**src/rtl/rule_merge_ctrl.sv**
```systemverilog
`default_nettype none
// rule_merge_ctrl -- merges a sorted temp batch with the active rule bank into the shadow bank, then swaps.
// Optional macro RULE_MERGE_DEDUP_EN drops batch keys equal to an existing rule. Rev 1.0
module rule_merge_ctrl #(
  parameter int DATA_W   = 64,
  parameter int RULE_AW  = 10,
  parameter int BATCH_AW = 4
) (
  input  logic                clock,
  input  logic                reset,
  input  logic [BATCH_AW:0]   temp_count0,
  input  logic [BATCH_AW:0]   temp_count1,
  output logic                temp_active,
  output logic [BATCH_AW-1:0] temp_rd_idx,
  output logic                sort_clear,
  output logic                sort_load,
  input  logic                sort_ready,
  output logic [BATCH_AW-1:0] sort_rd_idx,
  input  logic [DATA_W-1:0]   sort_rd_data,
  output logic [RULE_AW-1:0]  rule_rd_addr,
  input  logic [DATA_W-1:0]   rule_rd_data,
  output logic                wr_en,
  output logic [RULE_AW-1:0]  wr_addr,
  output logic [DATA_W-1:0]   wr_data,
  output logic                big_active,
  output logic [RULE_AW:0]    rule_count,
  input  logic                search_active,
  output logic                swap,
  output logic                overflow,
  output logic                busy
);

  localparam logic [2:0] S_IDLE  = 3'd0;
  localparam logic [2:0] S_LOAD  = 3'd1;
  localparam logic [2:0] S_PRIME = 3'd2;
  localparam logic [2:0] S_MERGE = 3'd3;
  localparam logic [2:0] S_WAIT  = 3'd4;

  localparam logic [RULE_AW:0]    RULE_DEPTH = {1'b1, {RULE_AW{1'b0}}};
  localparam logic [RULE_AW:0]    RULE_ONE   = {{RULE_AW{1'b0}}, 1'b1};
  localparam logic [RULE_AW-1:0]  ADDR_ONE   = {{(RULE_AW-1){1'b0}}, 1'b1};
  localparam logic [BATCH_AW:0]   BATCH_ONE  = {{BATCH_AW{1'b0}}, 1'b1};
  localparam logic [BATCH_AW-1:0] IDX_ONE    = {{(BATCH_AW-1){1'b0}}, 1'b1};

  logic [2:0]          state;
  logic [BATCH_AW:0]   batch_len;
  logic [BATCH_AW-1:0] load_idx;
  logic [BATCH_AW:0]   t;
  logic [RULE_AW:0]    r;
  logic [RULE_AW:0]    w;

  logic [BATCH_AW:0] idle_count;
  logic              batch_valid;
  logic              rule_valid;
  logic              full;
  logic              take_batch;
  logic              take_rule;
  logic              skip_batch;

  assign idle_count  = temp_active ? temp_count1 : temp_count0;
  assign batch_valid = (t < batch_len);
  assign rule_valid  = (r < rule_count);
  assign full        = (w == RULE_DEPTH);

  // Strict less-than lets an equal rule key win, so existing entries stay ahead of new ones.
  always_comb begin
    take_batch = 1'b0;
    take_rule  = 1'b0;
    skip_batch = 1'b0;
    if (batch_valid && (!rule_valid || (sort_rd_data < rule_rd_data))) begin
      take_batch = 1'b1;
    end else if (rule_valid) begin
      take_rule = 1'b1;
`ifdef RULE_MERGE_DEDUP_EN
      skip_batch = batch_valid && (sort_rd_data == rule_rd_data);
`endif
    end
  end

  assign wr_en       = (state == S_MERGE) && !full && (take_batch || take_rule);
  assign wr_addr     = w[RULE_AW-1:0];
  assign wr_data     = take_batch ? sort_rd_data : rule_rd_data;
  assign sort_clear  = (state == S_IDLE);
  assign sort_load   = (state == S_LOAD);
  assign temp_rd_idx = load_idx;
  assign sort_rd_idx = t[BATCH_AW-1:0];
  assign busy        = (state != S_IDLE);

  // Prefetch the next rule the cycle one is consumed, hiding the registered RAM read.
  assign rule_rd_addr = (state != S_MERGE) ? '0 :
                        (wr_en && take_rule) ? (r[RULE_AW-1:0] + ADDR_ONE) : r[RULE_AW-1:0];

  always_ff @(posedge clock) begin
    if (reset) begin
      state       <= S_IDLE;
      temp_active <= 1'b0;
      big_active  <= 1'b0;
      rule_count  <= '0;
      overflow    <= 1'b0;
      swap        <= 1'b0;
      batch_len   <= '0;
      load_idx    <= '0;
      t           <= '0;
      r           <= '0;
      w           <= '0;
    end else begin
      swap <= 1'b0;
      case (state)
        S_IDLE: begin
          if (idle_count != '0) begin
            temp_active <= ~temp_active;
            batch_len   <= idle_count;
            load_idx    <= '0;
            state       <= S_LOAD;
          end
        end
        S_LOAD: begin
          if (sort_ready) begin
            if ({1'b0, load_idx} == (batch_len - BATCH_ONE)) begin
              state <= S_PRIME;
            end else begin
              load_idx <= load_idx + IDX_ONE;
            end
          end
        end
        S_PRIME: begin
          t     <= '0;
          r     <= '0;
          w     <= '0;
          state <= S_MERGE;
        end
        S_MERGE: begin
          if (!batch_valid && !rule_valid) begin
            state <= S_WAIT;
          end else if (full) begin
            overflow <= 1'b1;
            state    <= S_WAIT;
          end else begin
            w <= w + RULE_ONE;
            if (take_batch || skip_batch) t <= t + BATCH_ONE;
            if (take_rule) r <= r + RULE_ONE;
          end
        end
        S_WAIT: begin
          if (!search_active) begin
            swap       <= 1'b1;
            big_active <= ~big_active;
            rule_count <= w;
            state      <= S_IDLE;
          end
        end
        default: state <= S_IDLE;
      endcase
    end
  end

endmodule
`default_nettype wire

```
**config.mk**
```make
export PLATFORM = sky130hd
export DESIGN_NAME = rule_merge_ctrl
export DESIGN_NICKNAME = d
export VERILOG_FILES = /design/src/rtl/rule_merge_ctrl.sv
export SDC_FILE = /design/constraint.sdc
export NUM_CORES = 1
export LEC_CHECK = 0
export BUFFER_PORTS_ARGS = -buffer_cell sky130_fd_sc_hd__buf_2
export CAP_MARGIN = 10
export CORE_AREA = 2 2 105 157
export CTS_CLUSTER_SIZE = 24
export DETAILED_ROUTE_END_ITERATION = 8
export DIE_AREA = 0 0 107 159
export PLACE_DENSITY = 0.65
export SKIP_LAST_GASP = 1
export SYNTH_ARGS = -nofsm -noshare
export SYNTH_HDL_FRONTEND = slang
export SYNTH_SLANG_ARGS = --single-unit
```
**constraint.sdc**
```tcl
create_clock -name clock -period 7.8 [get_ports clock]
set_input_delay 1.17 -clock clock [delete_from_list [all_inputs] [get_ports clock]]
set_output_delay 1.17 -clock clock [all_outputs]
set_load 0.01 [all_outputs]
```
==> results.sh <==
export IMPL_status="finished clean"
export IMPL_root_buffer="clkbuf_16"
export IMPL_std_cell_rows=56
export IMPL_ys_ff_latch=54
export IMPL_post_place_cells=1221
export IMPL_switchingPower_mw=0.637
export IMPL_pwr_share_seq=0.230
export IMPL_synth_edf_count=0
export IMPL_cp_start_kind="primary input"
export IMPL_areaGrowthSynthToFinish_pct=24.0
export IMPL_clockBufferDepth=2
export IMPL_post_cts_buffers=0
export IMPL_startpoint="rule_rd_data[33]"
export IMPL_multi_input_area_um2=4090
export IMPL_insertion_delay_ns=0.30
export IMPL_rr_startpoint="batch_len[2]"
export IMPL_synth_cells=810
export IMPL_synth_top_area_share=0.185
export IMPL_reg2reg_to="r[2]"
export IMPL_fin_cells=1229
export IMPL_antenna_found_initial=0
export IMPL_synth_area_leader_cell="dfxtp_1"
export IMPL_grt_pass1_wl_um=28900
export IMPL_synthArstFlopShare=0
export IMPL_fin_setup_tns_ns=0
export IMPL_htreeDepth=2
export IMPL_switching_share=0.458
export IMPL_p_int_mw=0.754
export IMPL_synth_ff_type="dfxtp_1"
export IMPL_core_area_um2=15600
export IMPL_synth_distinct_cells=71
export IMPL_seq_area_frac_synth=0.185
export IMPL_yosys_top_cells_area="dfxtp_1 (19%), ha_1 (18%), nand2_1 (8.2%)"
export IMPL_synth_common_cells="nand2_1 (128), inv_1 (89), ha_1 (83), o21ai_1 (57), dfxtp_1 (54)"
export IMPL_drive_above_1_share=0.293
export IMPL_max_slew_margin_rel=0.282
export IMPL_final_hold_viol_count=0
export IMPL_drc=0
export IMPL_num_nets_final=1250
export IMPL_antenna_cells=0
export IMPL_crit_top_cell="buf_2"
export IMPL_cp_max_fo=35
export IMPL_ir_drop_uv=143
export IMPL_synth_area_um2=5840
export IMPL_setup_violations=0
export IMPL_dpl_cell_area_um2=7080
export IMPL_cts_tree="yes"
export IMPL_track_usage=0.208
export IMPL_worst_pin_slew_ns=1.08
export IMPL_n_fill_cell=1617
export IMPL_grt_pass1_vias=5939
export IMPL_wl_per_cell_um=14.9
export IMPL_p_clk_frac=0.186
export IMPL_ant_nets=0
export IMPL_start_util=0.374
export IMPL_final_area_um2=7240
export IMPL_worstPathCellList="buf_2 > inv_1 > ha_1 > a21oi_1 > o21ai_0 > a221oi_1 > o221ai_1 > or3_4 > o21ai_4 > buf_4 > nand2_1 > o21ai_1 > buf_2"
export IMPL_ff2ff_path_depth=12
export IMPL_yosysMostFrequentCell="nand2_1"
export IMPL_max_freq_mhz=179
export IMPL_slowest_stage="o21ai_4"
export IMPL_powerDensity_nw_per_um2=192
export IMPL_hold_end="rule_count[3]"
export IMPL_io_buffers=252
export IMPL_fin_skew_ns=0.00382
export IMPL_ff2ff_setup_slack_ns=4.07
export IMPL_max_stage_delay_ns=0.73
export IMPL_clock_sinks=54
export IMPL_pwr_share_comb=0.584
export IMPL_end_kind="output pin"
export IMPL_rsz0062_at_grt="false"
export IMPL_maxCapViolations=0
export IMPL_overflow=0
export IMPL_vias_per_cell=5.12
export IMPL_drt_iter0_drc=270
export IMPL_drt_total_wl_um=18300
export IMPL_grt_start_max_net_pins=53
export IMPL_syn_area_per_cell_um2=7.21
export IMPL_crit_arrival_ns=4.42
export IMPL_crit_type="in2out"
export IMPL_slew_violations=0
export IMPL_dp_hpwl_um=15100
export IMPL_required_ns=6.63
export IMPL_ctsResizeCount=0
export IMPL_finalPower_mw=1.39
export IMPL_final_seq_area_um2=1080
export IMPL_place_congestion=0.841
export IMPL_vias=6297
export IMPL_postCtsHoldBufs=0
export IMPL_cts_inserted_buffers=5
export IMPL_dieWidth_um=107
export IMPL_holdCritStartpoint="rule_count[3]"
export IMPL_leakage_nw=3.82
export IMPL_yosysWarnings=0
export IMPL_dr_pass1_iters=7
export IMPL_fp_dieH_um=159
export IMPL_min_path_cells=2
export IMPL_period_share=0.717
export IMPL_min_path_type="reg2reg"
export IMPL_period_minus_slack_ns=5.59
export IMPL_syn_num_nets=1035
export IMPL_final_util=0.464
export IMPL_die_area_um2=17000
export IMPL_io_pins=253
export IMPL_clk_pin_slew_ns=0.07
## metal layers
metal | up-vias | routed length (um) | GRT usage
li1 | 3264 | - | -
met1 | 2773 | 6790 | 0.215
met2 | 231 | 9770 | 0.409
met3 | 29 | 1240 | 0.0336
met4 | 0 | 487 | 0.0738
met5 | - | 0 | 0
## cell type report
cell class              count  area share
clock buffers               6      0.0178
clock inverters             2     0.00518
repair buffers            257       0.181
well taps                 203      0.0351
flip-flops and latches     54       0.149
multi-input cells         617       0.565
inverters                  90      0.0466
## state kept, by name, summed over array words and instances, names as in the netlist
signal,count
batch_len,5
big_active,1
overflow,1
r,11
rule_count,11
state,3
swap,1
t,5
temp_active,1
temp_rd_idx,4
w,11
## power groups by stage
stage          Sequential [mW]  Clock [mW]  Combinational, mW
2_1_floorplan            0.310           0              0.590
3_3_place_gp             0.327           0              0.813
4_1_cts                  0.320       0.263              0.820
6_report                 0.320       0.258              0.813
3_5_place_dp             0.327           0              0.818
5_1_grt                  0.325       0.274              0.909
## per-stage QoR
stage | setup WS (ns) | hold WS, ns
final | 2.21 | 0.474
after CTS | 2.16 | 0.477
after global placement | 2.23 | 0.461
after detailed placement | 2.16 | 0.466
after global routing | 1.83 | 0.494
after floorplan | 3.28 | 0.447
## critical path, delay by kind of cell
kind / cells / cell delay [ns]
compound gates: 6 / 1.61
simple gates: 2 / 0.53
fa+ha+maj: 1 / 0.28
buf+inv: 4 / 0.83
## cells by family (layout without fill, tap and decap cells)
family,after synthesis,after routing,synth area share
AND/OR/NAND/NOR,290,290,0.240
AO/OA/AOI/OAI,215,215,0.237
buffers and inverters,139,355,0.114
adder cells (fa/ha/maj),83,83,0.178
flip-flops,54,54,0.185
XOR/XNOR,20,20,0.0300
multiplexers,9,9,0.0159
## worst max path at each step
stage / to / slack [ns] / cells after the start
finish: wr_data[47] / 2.21 / 13
global route: wr_data[51] / 1.83 / 13
CTS: wr_data[54] / 2.16 / 13
detailed placement: wr_data[54] / 2.16 / 13
global placement: wr_data[31] / 2.23 / 13
floorplan: wr_data[0] / 3.28 / 10
## cells in the final DEF (no fill, tap or decap), types with 4 or more instances in the layout
cell type,n
a211oi_1,6
a21o_1,13
a21oi_1,50
a221oi_2,4
a31oi_1,12
a41o_1,4
and2_1,8
and3_1,11
and4_1,4
buf_2,252
buf_4,4
clkbuf_16,5
dfxtp_1,54
ha_1,83
inv_1,89
mux2i_1,7
nand2_1,128
nand2_2,7
nand2b_1,6
nand3_1,20
nand4_1,16
nor2_1,44
nor2b_1,5
nor3_1,12
o211ai_1,4
o21ai_0,25
o21ai_1,57
o21ai_2,8
or2_2,4
or3_1,7
xor2_1,17
(Power assumes the default switching activity.)
